**src/rtl/ps2_pkg.sv**
```systemverilog
// Shared PS/2 constants: prefix bytes, arrow scan codes, direction bit indices
// and the frame receiver state encoding.
package ps2_pkg;

  localparam logic [7:0] PS2_EXT   = 8'hE0;
  localparam logic [7:0] PS2_BRK   = 8'hF0;

  localparam logic [7:0] KEY_RIGHT = 8'h74;
  localparam logic [7:0] KEY_LEFT  = 8'h6B;
  localparam logic [7:0] KEY_UP    = 8'h75;
  localparam logic [7:0] KEY_DOWN  = 8'h72;

  localparam int DIR_RIGHT = 0;
  localparam int DIR_LEFT  = 1;
  localparam int DIR_UP    = 2;
  localparam int DIR_DOWN  = 3;

  typedef enum logic [1:0] {
    ST_IDLE   = 2'd0,
    ST_SHIFT  = 2'd1,
    ST_PARITY = 2'd2,
    ST_STOP   = 2'd3
  } ps2_state_t;

endpackage

```
**src/rtl/ps2_frame_rx.sv**
```systemverilog
// PS/2 frame deserialiser: synchroniser, registered falling-edge detect, 11-bit
// frame FSM with odd-parity/stop check and mid-frame timeout.
module ps2_frame_rx
  import ps2_pkg::*;
#(
  parameter int TIMEOUT_CYC = 10000,
  parameter int SYNC_STAGES = 2
) (
  input  logic       clk_i,
  input  logic       rst_ni,
  input  logic       ps2_clk_i,
  input  logic       ps2_dat_i,
  output logic [7:0] byte_o,
  output logic       valid_o,
  output logic       err_o
);

  localparam int CW = $clog2(TIMEOUT_CYC + 1);

  logic [SYNC_STAGES-1:0] clk_sync_q, dat_sync_q;
  logic                   clk_prev_q, fall_q, bit_q;
  ps2_state_t             state_q, state_d;
  logic [2:0]             cnt_q, cnt_d;
  logic [7:0]             shift_q, shift_d;
  logic                   par_q, par_d;
  logic [CW-1:0]          tmo_q, tmo_d;
  logic [7:0]             byte_q, byte_d;
  logic                   valid_q, valid_d, err_q, err_d;
  logic                   tmo_hit, frame_ok;

  // Edge and sampled bit are registered together, so the FSM sees a one-cycle
  // event with its data bit aligned.
  always_ff @(posedge clk_i) begin
    if (!rst_ni) begin
      clk_sync_q <= '1;
      dat_sync_q <= '1;
      clk_prev_q <= 1'b1;
      fall_q     <= 1'b0;
      bit_q      <= 1'b1;
    end else begin
      clk_sync_q <= {clk_sync_q[SYNC_STAGES-2:0], ps2_clk_i};
      dat_sync_q <= {dat_sync_q[SYNC_STAGES-2:0], ps2_dat_i};
      clk_prev_q <= clk_sync_q[SYNC_STAGES-1];
      fall_q     <= clk_prev_q & ~clk_sync_q[SYNC_STAGES-1];
      bit_q      <= dat_sync_q[SYNC_STAGES-1];
    end
  end

  always_ff @(posedge clk_i) begin
    if (!rst_ni) begin
      state_q <= ST_IDLE;
      cnt_q   <= '0;
      shift_q <= '0;
      par_q   <= 1'b0;
      tmo_q   <= '0;
      byte_q  <= '0;
      valid_q <= 1'b0;
      err_q   <= 1'b0;
    end else begin
      state_q <= state_d;
      cnt_q   <= cnt_d;
      shift_q <= shift_d;
      par_q   <= par_d;
      tmo_q   <= tmo_d;
      byte_q  <= byte_d;
      valid_q <= valid_d;
      err_q   <= err_d;
    end
  end

  // A falling edge in the same cycle as the limit wins over the timeout.
  assign tmo_hit  = (state_q != ST_IDLE) && !fall_q && (tmo_q == CW'(TIMEOUT_CYC - 1));
  assign tmo_d    = ((state_q == ST_IDLE) || fall_q) ? '0 : tmo_q + CW'(1);
  assign frame_ok = bit_q && (^{shift_q, par_q});

  always_comb begin
    state_d = state_q;
    cnt_d   = cnt_q;
    shift_d = shift_q;
    par_d   = par_q;
    if (tmo_hit) begin
      state_d = ST_IDLE;
    end else if (fall_q) begin
      case (state_q)
        ST_IDLE: begin
          if (!bit_q) begin
            state_d = ST_SHIFT;
            cnt_d   = '0;
          end
        end
        ST_SHIFT: begin
          shift_d[cnt_q] = bit_q;
          cnt_d          = cnt_q + 3'd1;
          if (cnt_q == 3'd7) state_d = ST_PARITY;
        end
        ST_PARITY: begin
          par_d   = bit_q;
          state_d = ST_STOP;
        end
        default: state_d = ST_IDLE;
      endcase
    end
  end

  always_comb begin
    byte_d  = byte_q;
    valid_d = 1'b0;
    err_d   = tmo_hit;
    if (fall_q && (state_q == ST_STOP)) begin
      if (frame_ok) begin
        byte_d  = shift_q;
        valid_d = 1'b1;
      end else begin
        err_d = 1'b1;
      end
    end
  end

  assign byte_o  = byte_q;
  assign valid_o = valid_q;
  assign err_o   = err_q;

endmodule

```
**src/rtl/ps2_keypad_rx.sv**
```systemverilog
// PS/2 keyboard receiver with arrow-key make/break decoding into an active-low
// held-direction nibble; direction updates the cycle after scan_valid.
module ps2_keypad_rx
  import ps2_pkg::*;
#(
  parameter int TIMEOUT_CYC = 10000,
  parameter int SYNC_STAGES = 2
) (
  input  logic       master_clk,
  input  logic       rst_n,
  input  logic       KB_clk,
  input  logic       data,
  output logic [7:0] scan_code,
  output logic       scan_valid,
  output logic       frame_err,
  output logic [3:0] direction
);

  logic [7:0] rx_byte;
  logic       rx_vld;
  logic       ext_q, ext_d, brk_q, brk_d;
  logic [3:0] dir_q, dir_d;

  ps2_frame_rx #(
    .TIMEOUT_CYC (TIMEOUT_CYC),
    .SYNC_STAGES (SYNC_STAGES)
  ) u_frame_rx (
    .clk_i     (master_clk),
    .rst_ni    (rst_n),
    .ps2_clk_i (KB_clk),
    .ps2_dat_i (data),
    .byte_o    (rx_byte),
    .valid_o   (rx_vld),
    .err_o     (frame_err)
  );

  always_ff @(posedge master_clk) begin
    if (!rst_n) begin
      ext_q <= 1'b0;
      brk_q <= 1'b0;
      dir_q <= 4'b1111;
    end else begin
      ext_q <= ext_d;
      brk_q <= brk_d;
      dir_q <= dir_d;
    end
  end

  // Prefix bytes accumulate in either order; the next non-prefix byte consumes them.
  always_comb begin
    ext_d = ext_q;
    brk_d = brk_q;
    dir_d = dir_q;
    if (rx_vld) begin
      if (rx_byte == PS2_EXT) begin
        ext_d = 1'b1;
      end else if (rx_byte == PS2_BRK) begin
        brk_d = 1'b1;
      end else begin
        if (ext_q) begin
          case (rx_byte)
            KEY_RIGHT: dir_d[DIR_RIGHT] = brk_q;
            KEY_LEFT:  dir_d[DIR_LEFT]  = brk_q;
            KEY_UP:    dir_d[DIR_UP]    = brk_q;
            KEY_DOWN:  dir_d[DIR_DOWN]  = brk_q;
            default:   ;
          endcase
        end
        ext_d = 1'b0;
        brk_d = 1'b0;
      end
    end
  end

  assign scan_code  = rx_byte;
  assign scan_valid = rx_vld;
  assign direction  = dir_q;

endmodule
```
**config.mk**
```make
export PLATFORM = sky130hd
export DESIGN_NAME = ps2_keypad_rx
export DESIGN_NICKNAME = d
export VERILOG_FILES = /design/src/rtl/ps2_pkg.sv /design/src/rtl/ps2_frame_rx.sv /design/src/rtl/ps2_keypad_rx.sv
export SDC_FILE = /design/constraint.sdc
export NUM_CORES = 1
export LEC_CHECK = 0
export BUFFER_PORTS_ARGS = -buffer_cell sky130_fd_sc_hd__buf_4
export CAP_MARGIN = 20
export CORE_AREA = 2 2 66 68
export CTS_CLUSTER_SIZE = 40
export DETAILED_ROUTE_END_ITERATION = 16
export DIE_AREA = 0 0 68 70
export PLACE_DENSITY = 0.82
export SKIP_LAST_GASP = 1
export SYNTH_ARGS = -nofsm -noshare
export SYNTH_HDL_FRONTEND = slang
export SYNTH_HIERARCHICAL = 1
export SYNTH_SLANG_ARGS = --single-unit
export TNS_END_PERCENT = 100
```
**constraint.sdc**
```tcl
create_clock -name master_clk -period 2.25 [get_ports master_clk]
set_input_delay 0.225 -clock master_clk [delete_from_list [all_inputs] [get_ports master_clk]]
set_output_delay 0.225 -clock master_clk [all_outputs]
set_load 0.01 [all_outputs]
```
# --- After elaboration in Yosys (flattened, before gate mapping) ---
# Cells that the tools add are included.
word_totals:
  output_inout_bits: 14
  ff_bits: 51
  elab_cells: 82
  inputBits: 4
classes:
  reduce_logical: 25
  eq_ne: 14
  add_sub_neg: 2
  bitwise: 6
  magnitude_cmp: 2
  mux: 14
op_table:
  columns: ["operator", "count"]
  rows:
  - ["equality test 8 x 7 -> 1 bit, second input constant", 4]
  - ["AND reduction 5 bit", 4]
  - ["equality test 8 bit, second input constant", 2]
  - ["adder 14 x 1 -> 14 bit, second input constant", 1]
  - ["equality test 14 bit, second input constant", 1]
  - ["AND reduction 3 bit", 3]
  - ["parity 9 bit", 1]
  - ["bitwise mux 8 bit", 1]
  - ["AND reduction 2 bit", 4]
  - ["2-to-1 mux 1 bit", 7]
  - ["case mux 2 bit (3 select lines)", 1]
  - ["case mux 3 bit (2 select lines)", 1]
  - ["logical AND 1 bit", 5]
  - ["NOT 1 bit", 5]
  - ["equality test 2 bit, second input constant", 2]
  - ["less-than comparator 3 x 4 -> 1 bit, second input constant", 1]
  - ["2-to-1 mux 2 bit", 2]
  - ["!= test 2 bit, second input constant", 2]
  - ["AND reduction 4 bit", 1]
  - ["nonzero test 2 bit", 2]
  - ["OR reduction 2 bit", 2]
  - ["adder 3 x 1 -> 3 bit, second input constant", 1]
  - ["demux 1 bit (select 3 bit)", 1]
  - ["equality test 3 bit, second input constant", 1]
  - ["8 further kinds", 8]

# --- Logic depth before layout (Yosys ltp) ---
depth:
  depth_word: 5
  depth_mapped: 6
  mapped_depth_nobuf: 6

# --- Cells and area by module ---
# The synthesis kept the hierarchy.
by_module_without_submodules:
  columns: ["mod", "cells_each", "area_per_inst_um2", "n_inst", "seq_area_each_um2"]
  rows:
  - ["ps2_frame_rx", 215, 1948.1, 1, 900.9]
  - ["ps2_keypad_rx", 32, 341.6, 1, 120.1]

# --- Worst setup path after synthesis ---
# Ideal clock, no wire load.
synth_path:
  path_type: "reg2reg"
  start: "register u_frame_rx.shift_q[0]"
  end: "register u_frame_rx.byte_q[0] (netlist: u_frame_rx/byte_o[0])"
  path_buffers: 0
  t_required_ps: 2178
  arrival_time_ps: 1600
  setup_slack_ps: 579
  period_less_slack_ps: 1671
  setup_ps: 72
  stages_incl_launch_ff: 5
  path_cell_list: "dfxtp_1 > xor3_1 > or2_2 > mux2i_4 > mux2i_1"
synth_via:
  elab_chain_cells: 3
synth_lines:
  columns: ["element", "line_no", "rtl"]
  rows:
  - ["from (decl)", "ps2_frame_rx.sv:24", "logic [7:0] shift_q, shift_d;"]
  - ["from (signal assigned)", "ps2_frame_rx.sv:62", "shift_q <= shift_d;"]
  - ["parity 9 bit", "ps2_frame_rx.sv:74", "assign frame_ok = bit_q && (^{shift_q, par_q});"]
  - ["logical AND 1 bit", "ps2_frame_rx.sv:74", null]
  - ["AND reduction 2 bit (no line)", null, null]
  - ["to (signal assigned)", "ps2_frame_rx.sv:65", "byte_q <= byte_d;"]
  - ["to (decl)", "ps2_frame_rx.sv:27", "logic [7:0] byte_q, byte_d;"]
# Parallel ways exist; a longest one is shown, timed or not.
# A chain may end at the register's enable or synchronous reset.

# --- Final worst setup path ---
layout_path:
  start: "register u_frame_rx.state_q[0]"
  end: "register u_frame_rx.state_q[0]"
layout_via:
  elab_chain_cells: 4
  word_cells_on_any_way: 11
  classes_between: "eq/ne: 4; mux: 1; reduce/logical: 6"
layout_lines:
  columns: ["element", "line_no", "rtl"]
  rows:
  - ["from (decl)", "ps2_frame_rx.sv:22", "ps2_state_t state_q, state_d;"]
  - ["from (signal assigned)", "ps2_frame_rx.sv:60", "state_q <= state_d;"]
  - ["branches (longest 4 deep; another with AND reduction 3 bit)", null, null]
# Several ways; the timed one is not identified.

==> results_tabular.tex <==
\begin{tabular}{lr}
\hline
Metric & Value \\
\hline
\multicolumn{2}{l}{\textbf{Routing}} \\
\quad DRC violation count after routing & 0 \\
\quad Drt pass-1 iters & 4 \\
\quad Avg WL per Cell & 13.0 µm \\
\quad Vias after detailed routing & $\sim$1,700 \\
\quad Wire length reported by the detailed router & roughly 4.1 mm \\
\quad ANT nets after route & 0 \\
\quad DR iter-0 viols & 76 \\
\quad Vias per Instance & 5.31 \\
\multicolumn{2}{l}{\textbf{Clock network}} \\
\quad Clock-pin slew on the worst setup and hold paths & 0.09 ns \\
\quad TritonCTS sink count & between 50 and 60 \\
\quad Clock tree buffer depth & 2 \\
\quad Master cell of the clock root buffer & clkbuf\_8 \\
\quad Post-cts repair resize count & 0 \\
\quad Buffer count from post-CTS setup fixing & 0 \\
\quad Number of H-tree branching levels & 2 \\
\quad Hold buffer count at cts & 0 \\
\quad CTS buffer count & 5 \\
\quad TritonCTS clock tree & done \\
\quad Worst-Skew Late Latency & between 0.3 and 0.4 ns \\
\multicolumn{2}{l}{\textbf{Worst setup path}} \\
\quad Standard cell with the maximum stage delay on the critical path & or3\_1 \\
\quad Peak per-stage delay on the critical path & 0.40 ns \\
\quad Critical path endpoint category & flop \\
\quad Crit path buffers/inverters & 1 \\
\quad Critical path data arrival time & 2.09 ns \\
\quad Critical path data required time & 2.47 ns \\
\quad Setup slack, reg-to-reg & 0.38 ns \\
\quad Type of the worst setup path & reg2reg \\
\quad Setup crit start kind & flop \\
\quad Worst Path Max Fanout & 5 \\
\quad Kind of cell with the highest combined delay on the critical path & compound AO/OA/AOI/OAI gates \\
\quad Critical-path cell list & inv\_1, ha\_1, a21boi\_2, o21ai\_0, or3\_1, a211oi\_1 \\
\multicolumn{2}{l}{\textbf{Cells and area}} \\
\quad Post-synthesis to final-layout area growth & 12.5\% \\
\quad Number of nets in the layout & 276 \\
\quad Share of final-layout standard cells stronger than drive strength 1 & a little over an eighth \\
\quad Sequential standard cell area & 0.00102 mm² \\
\quad Final std cell area, no fill & 0.00258 mm² \\
\quad Fill cell total of the finished layout & around 370 \\
\quad Area of the multi-input gates & 0.00121 mm² \\
\quad Diode insertion count for antenna repair & 0 \\
\multicolumn{2}{l}{\textbf{Timing}} \\
\quad Worst slew margin & 68.2\% \\
\quad Total negative slack & 0 ns \\
\quad Post-route clock skew & about 0.0053 ns \\
\quad Worst-margin pin slew & 0.476 ns \\
\quad Number of pins with negative max-slew slack in the final report & 0 \\
\quad RSZ-0062 raised after global routing & no \\
\quad Setup slack of the critical path after layout & 0.382 ns \\
\quad Final number of setup-violating endpoints & 0 \\
\quad Minimum period implied by the final worst setup slack & 1.87 ns \\
\quad Final hold vios & 0 \\
\quad Period utilisation layout & roughly 83\% \\
\quad Max Fclk & 535 MHz \\
\multicolumn{2}{l}{\textbf{GRT}} \\
\quad Global-route wire length before repair & 7.21 mm \\
\quad Vias in the first global route & about 1,700 \\
\quad Initial antenna violation count & 0 \\
\quad Overflow after GRT & 0 \\
\quad Overall track demand over capacity in global routing & just under 20\% \\
\quad Pin count of the biggest net entering global routing & 29 \\
\multicolumn{2}{l}{\textbf{Outcome}} \\
\quad Result of the run & finished clean \\
\multicolumn{2}{l}{\textbf{Synth}} \\
\quad Warning count from the yosys run & 6 \\
\quad Cell count after synthesis & 247 \\
\quad Synthesized flop and latch total & between 50 and 60 \\
\quad Most used flip-flop cell after synthesis & dfxtp\_1 \\
\quad Number of flops mapped to enable cells by yosys & 0 \\
\quad Syn Std Cell Area & $\sim$0.0023 mm² \\
\quad Yosys cell types & 41 \\
\quad Sequential-to-total area share from yosys stat & 44.6\% \\
\quad Mean area per synthesized cell & slightly above 9 µm² \\
\quad Proportion of register bits with asynchronous set or reset after synthesis & 0\% \\
\quad Net count after synthesis & 258 \\
\multicolumn{2}{l}{\textbf{Floorplan}} \\
\quad Area of the core region & roughly 0.0041 mm² \\
\quad FP Rows & 24 \\
\quad Horiz. Die Dim & 68 µm \\
\quad Area enclosed by the die boundary & 0.00476 mm² \\
\quad Number of ports placed on the die boundary & 18 \\
\quad Die Span Y & 70 µm \\
\quad Initial core utilization & 55.3\% \\
\multicolumn{2}{l}{\textbf{Worst hold path}} \\
\quad Class of the tightest hold or removal check & in2reg \\
\multicolumn{2}{l}{\textbf{Pwr}} \\
\quad Peak supply drop & 0.442 mV \\
\quad Cell leakage power & around 0.90 nW \\
\quad Power Dens Cells & 612 mW/mm² \\
\multicolumn{2}{l}{\textbf{Job}} \\
\quad Max-cap violation count & 0 \\
\multicolumn{2}{l}{\textbf{Placement}} \\
\quad Post-place instance area & around 0.0025 mm² \\
\quad Post-detail-place hpwl & 2.95 mm \\
\quad Pre-CTS worst setup slack & 0.409 ns \\
\quad Port Buffer Count & 17 \\
\quad Final weighted congestion of routability-driven global placement & 0.823 \\
\hline
\end{tabular}
-- synth_stat cells (all sizes together), types with 2 or more instances --
| library cell | instances | area share (%) |
|---|---|---|
| nor2 | 31 | 5.1 |
| ha | 7 | 3.8 |
| inv | 9 | 1.5 |
| a32oi | 2 | 0.77 |
| mux2i | 17 | 8.0 |
| nor3 | 10 | 2.4 |
| or2 | 2 | 0.66 |
| xor2 | 5 | 1.9 |
| a21oi | 9 | 2.0 |
| or3 | 4 | 1.1 |
| xnor2 | 9 | 3.4 |
| nand2 | 32 | 5.2 |
| a32o | 2 | 0.87 |
| o21ai | 10 | 2.2 |
| and2 | 2 | 0.55 |
| nand4bb | 2 | 1.2 |
| nand4 | 5 | 2.0 |
| nand3b | 3 | 0.98 |
| nand3 | 5 | 1.1 |
| clkbuf | 6 | 0.98 |
| dfxtp | 51 | 45 |
| nor4 | 3 | 1.1 |
| nand2b | 9 | 2.5 |
-- placed cells by master (no fill, tap or decap), drive strengths merged --
master   count
nand2b       9
or3          4
nand2       32
mux2i       17
nor3        10
o21ai       10
a22oi        1
a311oi       1
and4         1
o32ai        1
a32oi        2
a21boi       1
and4b        1
nand4bb      2
nor2        31
bufinv       1
xor3         1
a211oi       1
inv         10
clkinv       1
a21oi        9
nand3b       3
nand3        5
buf         17
or2          2
xor2         5
and2         2
nand4        5
xnor3        1
dfxtp       51
or3b         1
clkbuf       5
nor4b        1
a32o         2
ha           7
nor4         3
xnor2        9
and3         1
-- power breakdown --
part / internal (W) / switching (W)
combinational: 0.00000763 / 0.0000164
sequential: 0.000907 / 0.00000326
clock: 0.000337 / 0.000307
-- sequential cells by signal, indices dropped and copies added, names as in the netlist, 2 cells and up --
| signal | count |
|---|---|
| u_frame_rx/clk_sync_q | 2 |
| direction | 4 |
| u_frame_rx/state_q | 2 |
| u_frame_rx/dat_sync_q | 2 |
| u_frame_rx/cnt_q | 3 |
| u_frame_rx/shift_q | 8 |
| u_frame_rx/tmo_q | 14 |
| u_frame_rx/byte_o | 8 |
-- final cells by class --
class / instances / area share (%)
flip-flops and latches: 51 / 39.6
clock buffers: 5 / 2.67
repair buffers: 17 / 4.95
well taps: 52 / 2.53
inverters: 9 / 1.31
multi-input cells: 181 / 47.1
clock inverters: 3 / 1.85
-- cell families after synthesis --
group | Yosys count | share of synthesized area, %
flops | 51 | 44.6
compound gates | 28 | 7.71
mux | 17 | 7.98
xor+xnor | 16 | 7.43
fa+ha+maj | 7 | 3.82
simple gates | 113 | 26.0
buf+inv | 15 | 2.46
-- metal layers --
layer  vias up  share of wire, %  track usage, %
li1        884                 -               -
met1       778                44            22.3
met2        17                51            34.8
met3         8               2.6            4.83
met4         0               2.0            8.00
met5         -                 0               0
-- stage by stage --
step / instances / total power (W) / hold WS (ns) / utilization [%]
2_1_floorplan: 247 / 0.000947 / 0.326 / -
3_3_place_gp: 310 / 0.000955 / 0.388 / 59.4
3_5_place_dp: 310 / 0.000955 / 0.392 / 59.4
4_1_cts: 318 / 0.00160 / 0.0837 / 62.2
5_1_grt: 318 / 0.00164 / 0.0817 / 62.2
6_report: 318 / 0.00158 / 0.0906 / 62.2
-- path summary, 6_finish.rpt --
check / from / end / depth (start not counted)
max: u_frame_rx/state_q[0]$_SDFFE_PP0P_ / u_frame_rx/state_q[0]$_SDFFE_PP0P_ / 6
max reg2reg: u_frame_rx/state_q[0]$_SDFFE_PP0P_ / u_frame_rx/state_q[0]$_SDFFE_PP0P_ / 6
min reg2reg: u_frame_rx/clk_sync_q[0]$_SDFF_PN1_ / u_frame_rx/clk_sync_q[1]$_SDFF_PN1_ / 1
min: KB_clk / u_frame_rx/clk_sync_q[0]$_SDFF_PN1_ / 2
Power figures use the tool's default switching activity.
